--- src/rtl/encoder16x4_queue_if.sv ---
// rtl/encoder16x4_queue_if.sv - request intake and index issue bus for the 16-to-4 encoder queue
interface encoder16x4_queue_if;
   logic        enable;
   logic [15:0] req;
   logic        out_ready;
   logic        clr_ovf;
   logic        out_valid;
   logic [3:0]  out_idx;
   logic [15:0] pending;
   logic        any_pend;
   logic        overflow;

   modport master (
      output enable, req, out_ready, clr_ovf,
      input  out_valid, out_idx, pending, any_pend, overflow
   );

   modport slave (
      input  enable, req, out_ready, clr_ovf,
      output out_valid, out_idx, pending, any_pend, overflow
   );
endinterface

--- src/rtl/encoder16x4_queue.sv ---
// rtl/encoder16x4_queue.sv - registered 16-to-4 encoder queue
// Latches request lines as pending, then issues their indices lowest-first over valid/ready.
module encoder16x4_queue #(
   parameter int N_IN  = 16,
   parameter int IDX_W = 4
) (
   input  logic                clk,
   input  logic                rst_n,
   encoder16x4_queue_if.slave  bus
);

   logic [N_IN-1:0]  pending_q, pending_d;
   logic             out_valid_q, out_valid_d;
   logic [IDX_W-1:0] out_idx_q, out_idx_d;
   logic             overflow_q, overflow_d;

   logic [IDX_W-1:0] sel;
   logic             load;
   logic [N_IN-1:0]  clr;
   logic [N_IN-1:0]  req_eff;
   logic             ovf_set;

   // Scan high-to-low so the lowest set bit is the last assignment.
   always_comb begin
      sel = '0;
      for (int i = N_IN - 1; i >= 0; i--) begin
         if (pending_q[i]) begin
            sel = IDX_W'(i);
         end
      end
   end

   always_comb begin
      load       = bus.enable & (~out_valid_q | bus.out_ready) & (|pending_q);
      clr        = load ? (N_IN'(1) << sel) : '0;
      req_eff    = bus.enable ? bus.req : '0;
      // OR-ing req after the clear lets a same-cycle request re-queue the issued line.
      pending_d  = (pending_q & ~clr) | req_eff;
      ovf_set    = bus.enable & (|(bus.req & pending_q & ~clr));
      overflow_d = overflow_q;
      if (ovf_set) begin
         overflow_d = 1'b1;
      end else if (bus.clr_ovf) begin
         overflow_d = 1'b0;
      end

      out_valid_d = out_valid_q;
      out_idx_d   = out_idx_q;
      if (load) begin
         out_valid_d = 1'b1;
         out_idx_d   = sel;
      end else if (out_valid_q & bus.out_ready) begin
         out_valid_d = 1'b0;
      end
   end

   always_ff @(posedge clk or negedge rst_n) begin
      if (!rst_n) begin
         pending_q   <= '0;
         out_valid_q <= 1'b0;
         out_idx_q   <= '0;
         overflow_q  <= 1'b0;
      end else begin
         pending_q   <= pending_d;
         out_valid_q <= out_valid_d;
         out_idx_q   <= out_idx_d;
         overflow_q  <= overflow_d;
      end
   end

   assign bus.pending   = pending_q;
   assign bus.any_pend  = |pending_q;
   assign bus.out_valid = out_valid_q;
   assign bus.out_idx   = out_idx_q;
   assign bus.overflow  = overflow_q;

endmodule

--- src/flat_wrapper.sv ---
// flat-port wrapper written by rule: the top's interface ports become plain ports
module encoder16x4_queue_flat 
#(
   parameter int N_IN  = 16,
   parameter int IDX_W = 4
)
  (clk, rst_n, bus_enable, bus_req, bus_out_ready, bus_clr_ovf, bus_out_valid, bus_out_idx, bus_pending, bus_any_pend, bus_overflow);
  encoder16x4_queue_if bus_i ();
  input  logic clk;
  input  logic rst_n;
  input wire logic [$bits(bus_i.enable)-1:0] bus_enable;
  input wire logic [$bits(bus_i.req)-1:0] bus_req;
  input wire logic [$bits(bus_i.out_ready)-1:0] bus_out_ready;
  input wire logic [$bits(bus_i.clr_ovf)-1:0] bus_clr_ovf;
  output wire logic [$bits(bus_i.out_valid)-1:0] bus_out_valid;
  output wire logic [$bits(bus_i.out_idx)-1:0] bus_out_idx;
  output wire logic [$bits(bus_i.pending)-1:0] bus_pending;
  output wire logic [$bits(bus_i.any_pend)-1:0] bus_any_pend;
  output wire logic [$bits(bus_i.overflow)-1:0] bus_overflow;
  assign bus_i.enable = bus_enable;
  assign bus_i.req = bus_req;
  assign bus_i.out_ready = bus_out_ready;
  assign bus_i.clr_ovf = bus_clr_ovf;
  assign bus_out_valid = bus_i.out_valid;
  assign bus_out_idx = bus_i.out_idx;
  assign bus_pending = bus_i.pending;
  assign bus_any_pend = bus_i.any_pend;
  assign bus_overflow = bus_i.overflow;
  encoder16x4_queue #(.N_IN(N_IN), .IDX_W(IDX_W)) u_core (.clk(clk), .rst_n(rst_n), .bus(bus_i));
endmodule
--- config.mk ---
export PLATFORM = sky130hd
export DESIGN_NAME = encoder16x4_queue_flat
export DESIGN_NICKNAME = d
export VERILOG_FILES = /design/src/rtl/encoder16x4_queue_if.sv /design/src/rtl/encoder16x4_queue.sv /design/src/flat_wrapper.sv
export SDC_FILE = /design/constraint.sdc
export NUM_CORES = 1
export LEC_CHECK = 0
export BUFFER_PORTS_ARGS = -buffer_cell sky130_fd_sc_hd__buf_4
export CAP_MARGIN = 20
export CORE_MARGIN = 2
export CORE_UTILIZATION = 51
export DETAILED_ROUTE_END_ITERATION = 12
export GPL_TIMING_DRIVEN = 0
export PLACE_DENSITY = 0.77
export SYNTH_ARGS = -nofsm -noshare
export SYNTH_HDL_FRONTEND = slang
export SYNTH_SLANG_ARGS = --single-unit
--- constraint.sdc ---
create_clock -name clk -period 2.07 [get_ports clk]
set_input_delay 0.1035 -clock clk [delete_from_list [all_inputs] [get_ports clk]]
set_output_delay 0.1035 -clock clk [all_outputs]
set_load 0.02 [all_outputs]
**Yosys cells after proc, flatten, opt, wreduce, memory -nomap -nowiden**

Cells that the tools add are included.

- Output and inout bits: 23
- Bits of input ports: 21
- Bits in registers: 22
- Word-level logic and storage cells: 42

- Shifts and indexed selects: 1
- Bitwise gates (word level): 11
- Reduce and logical (&&, ||, !) cells: 4
- Multiplexer cells: 22

Operators with widths:

| cell | count |
|---|---|
| 4-bit two-way mux | 16 |
| 16-bit bitwise AND | 3 |
| 16-bit two-way mux | 2 |
| 16-bit OR reduction | 2 |
| 16-bit NOT | 1 |
| 16-bit bitwise OR | 1 |
| 1-bit by 4-bit left shift with 16-bit output, first input constant | 1 |
| 1-bit bitwise AND | 4 |
| 1-bit two-way mux | 4 |
| 2-bit nonzero test | 2 |
| 1-bit NOT | 1 |
| 1-bit bitwise OR | 1 |

**Longest topological paths before layout**

- Depth in word-level cells: 23
- Mapped depth: 7
- Gate-level depth less buffers: 6

**Worst setup path after synthesis**

No wires, ideal clock.

- Path kind: reg-to-reg
- Start point: reg u_core.pending_q[1], in the netlist u_core.bus.pending[1]
- End point: reg u_core.overflow_q, in the netlist u_core.bus.overflow
- Buffers on the path: 1
- Arrival time: 1.852 ns
- Cell stages (with the launch flop): 8
- Path slack: 0.075 ns
- Setup time: 0.144 ns
- Required time: 1.926 ns
- Period minus slack after synthesis: 1.995 ns
- Cell sequence: dfrtp_1 > clkbuf_2 > nor4_4 > nand3_2 > nor2_2 > a21oi_1 > a2111oi_2 > a41oi_1

- Cells in the longest elaborated chain, start to end: 9
- Elaborated cells between the ends (all ways): 13
- Classes of those cells: shift (1); mux (4); bitwise (5); reduce/logical (3)

RTL lines:

| item | line | RTL |
|---|---|---|
| start, declared | encoder16x4_queue.sv:12 | `logic [N_IN-1:0] pending_q, pending_d;` |
| start signal, assigned | encoder16x4_queue.sv:64 | `pending_q <= pending_d;` |
| 4-bit two-way mux (2 in a row) | encoder16x4_queue.sv:27 | `if (pending_q[i]) begin` |
| 1-bit by 4-bit left shift with 16-bit output | encoder16x4_queue.sv:35 | `clr = load ? (N_IN'(1) << sel) : '0;` |
| 16-bit two-way mux | encoder16x4_queue.sv:35 |  |
| 16-bit NOT | encoder16x4_queue.sv:39 | `ovf_set = bus.enable & (\|(bus.req & pending_q & ~clr));` |
| 16-bit bitwise AND * | encoder16x4_queue.sv:39 |  |
| 16-bit OR reduction * | encoder16x4_queue.sv:39 |  |
| 1-bit bitwise AND * | encoder16x4_queue.sv:39 |  |
| 1-bit two-way mux or 2-bit nonzero test (tied branches) | - |  |
| end signal, assigned | encoder16x4_queue.sv:67 | `overflow_q <= overflow_d;` |
| end, declared | encoder16x4_queue.sv:15 | `logic overflow_q, overflow_d;` |

Mark *: on every way between the ends. The rest lies on a longest branch, timed or not.
A chain may end at the register's enable or synchronous reset.

**Worst setup path in the final report**

- Start point: reg u_core.pending_q[4], in the netlist u_core.bus.pending[4]
- End point: reg u_core.overflow_q, in the netlist u_core.bus.overflow

- Cells in the longest elaborated chain, start to end: 12
- Elaborated cells between the ends (all ways): 16
- Classes of those cells: shift (1); mux (7); bitwise (5); reduce/logical (3)

RTL lines:

| item | line |
|---|---|
| 4-bit two-way mux (5 in a row) | encoder16x4_queue.sv:27 |
| 1-bit by 4-bit left shift with 16-bit output | encoder16x4_queue.sv:35 |
| 16-bit two-way mux | encoder16x4_queue.sv:35 |
| 16-bit NOT | encoder16x4_queue.sv:39 |
| 16-bit bitwise AND * | encoder16x4_queue.sv:39 |
| 16-bit OR reduction * | encoder16x4_queue.sv:39 |
| 1-bit bitwise AND * | encoder16x4_queue.sv:39 |
| 1-bit two-way mux or 2-bit nonzero test (tied branches) | - |

Marks and branches as above.

==> metrics.csv <==
metric,value,unit
reg2reg_to,u_core.bus.overflow,
numCtsBuffers,3,
hold_end,u_core.bus.pending[9],
synth.net_count,182,
n_antenna_cell,0,
maxSlewHeadroom,63.6,%
critical_path_class,flip-flop to flip-flop,
crit_chain,"nor4_4, buf_4, nor2_1, nor4_1, nand4_1, a2111oi_4, a41oi_1",
slowest_stage,dfrtp_2,
stdcell_count,252,
fillers,216,
min_period_over_period,102,%
antenna_found_initial,0,
io_pins,44,
core,2710,µm²
final_common_cell,buf_4,
grt_use_total,27.1,%
period_needed,2.12,ns
clk-insertion-delay-late,0.31,ns
setup_violations,1,
hp-class,input pin to flip-flop,
grt_pass1_wl,6770,µm
grt_overflow,0,
synth_seq_cells,22,
clock_sinks,22,
portBuffers,42,
min-delay-start,bus_req[9],
num_vias,1552,
cp.arrival,2.29,ns
vdd_ir_drop_max,0.527,mV
pre_cts_ws,-0.263,ns
finalHoldViolCount,0,
powerDensity,493,nW/µm²
max-cap-violations,0,
start_util,52.6,%
wl_per_cell,17.7,µm
wl,4460,µm
htreeDepth,1,
yosysTopAreaCellShare,38.6,%
layout-drive-gt1-share,38.9,%
seq_area_frac_synth,38.6,%
nNetsFinal,243,
first_iter_violations,124,
firstDrtPassIters,4,
syn_area,1430,µm²
drv_slew,0,
setup_slack,-0.0459,ns
clkTransAtPathRegs,0.13,ns
violations,setup timing,
grt_max_degree,23,
hold-worst-slack,0.0106,ns
rr_worst_depth,7,
critPathRequiredTime,2.25,ns
yosysTopAreaCell,dfrtp_1,
fmax,473,MHz
chipWidth,56.9,µm
via_per_inst,6.16,
clock_skew,0.0125,ns
worstSetupEndpointType,flip-flop,
leakage,0.834,nW
synthCells,161,
tritoncts,built,
syn_avg_cell_area,8.85,µm²
row_count,19,
clk_path_buf_depth,2,
holdPathStages,3,
layout_common_cells,"buf_4 (53), nand2_1 (32), dfrtp_1 (15), nor2_1 (12), a22o_1 (12)",
gp_congestion,0.923,
worstMarginPinSlew,0.542,ns
yosys-top-cells-area,"dfrtp_1 (39%), nand2_1 (8.4%), a22o_1 (8.0%)",
root_buffer,clkbuf_4,
area_growth,41.3,%
status,"finished, violations left",
grt_pass1_vias,1390,
rr_startpoint,u_core.bus.pending[4],
yosysWarnings,0,
route.detailed.drc,0,
critPathMaxFanout,5,
placed_cells_incl_taps,234,
die_area,3230,µm²
hpwl,3070,µm
antenna_left,0,
synth.distinct_cells,42,
rsz0062_at_grt,true,
reg2reg_slack,-0.05,ns
dieHeight,56.9,µm
max_stage_delay,0.48,ns
crit_path_start_kind,flip-flop,
[through the flow]
step                      area (µm²)  TNS, ns  util (%)  total power [mW]
after global placement          1780   -0.296      65.7             0.729
after global routing            2010   -0.131      74.3              1.04
after floorplan                 1430        0         -             0.619
after CTS                       1920   -0.191      71.0             0.988
final                           2010  -0.0459      74.3             0.992
after detailed placement        1780   -0.300      65.7             0.735
[cell families after synthesis]
| kind of cell | after synthesis | share of synthesized area [%] |
|---|---|---|
| DFF | 22 | 38.6 |
| and+or+nand+nor | 86 | 32.0 |
| buffers and inverters | 8 | 3.86 |
| AOI/OAI and AO/OA | 45 | 25.5 |
[per-layer routing]
layer  up-vias  GRT usage [%]  share of wire (%)
met1       733           37.2                 43
met4         0           10.3                1.8
li1        725              -                  -
met5         -              0                  0
met3        10           3.00                7.4
met2        84           44.2                 48
[synth_stat cells (all sizes together)]
| cell | n |
|---|---|
| nand2 | 32 |
| dfrtp | 22 |
| nor2 | 14 |
| a22o | 13 |
| nand3 | 11 |
| o21ai | 8 |
| nor4 | 7 |
| nand2b | 5 |
| a21oi | 4 |
| a31oi | 4 |
| buf | 4 |
| nor3 | 4 |
| a22oi | 3 |
| nand4 | 3 |
| o31ai | 3 |
| or2 | 3 |
| a2111oi | 2 |
| clkbuf | 2 |
| inv | 2 |
| nor2b | 2 |
| or3 | 2 |
| a21o | 1 |
| a221o | 1 |
| a221oi | 1 |
| a2bb2oi | 1 |
| a311oi | 1 |
| a32oi | 1 |
| a41oi | 1 |
| and2 | 1 |
| and2b | 1 |
| nand3b | 1 |
| o2111ai | 1 |
[registers in the layout, summed over array words and instances (netlist names)]
name                  flops
u_core.bus.out_valid      1
u_core.bus.overflow       1
u_core.bus.out_idx        4
u_core.bus.pending       16
[power breakdown]
group	total (mW)	switching [mW]	leakage, nW	internal [mW]
Sequential	0.490	0.0353	0.215	0.455
Combinational	0.264	0.147	0.598	0.117
Clock	0.238	0.131	0.0210	0.107
Total	0.992	0.313	0.834	0.679
[final cells by class]
| class | instances | area, µm² | area share (%) |
|---|---|---|---|
| clock buffer | 4 | 36.3 | 1.80 |
| multi-input combinational | 131 | 891 | 44.3 |
| tap | 31 | 38.8 | 1.93 |
| timing repair buffer | 57 | 438 | 21.8 |
| sequential | 22 | 559 | 27.8 |
| buffer | 5 | 42.5 | 2.11 |
| inverter | 2 | 7.51 | 0.373 |
[how the worst max path moves through the flow]
stage                           start                  end  slack, ns
2_1_floorplan   u_core.bus.pending[1]  u_core.bus.overflow       0.07
3_5_place_dp    u_core.bus.pending[2]  u_core.bus.overflow      -0.26
5_1_grt         u_core.bus.pending[4]  u_core.bus.overflow      -0.11
6_report        u_core.bus.pending[4]  u_core.bus.overflow      -0.05
3_3_place_gp    u_core.bus.pending[2]  u_core.bus.overflow      -0.29
4_1_cts        u_core.bus.pending[12]         bus_any_pend      -0.11
[worst max-delay path, delay by kind of cell, from the launching register on]
kind | cells | cell delay [ns]
flip-flops | 1 | 0.48
AO/OA/AOI/OAI | 2 | 0.39
buffers and inverters | 1 | 0.18
AND/OR/NAND/NOR | 4 | 0.93
[what timing repair did]
item,CTS,global route
gates cloned,0,0
setup buffers,3,8
resized for setup,9,9
setup endpoints to repair,5,12
hold endpoints to repair,25,0
pin swaps,3,4
hold buffers,4,0
Power figures use the tool's default switching activity.
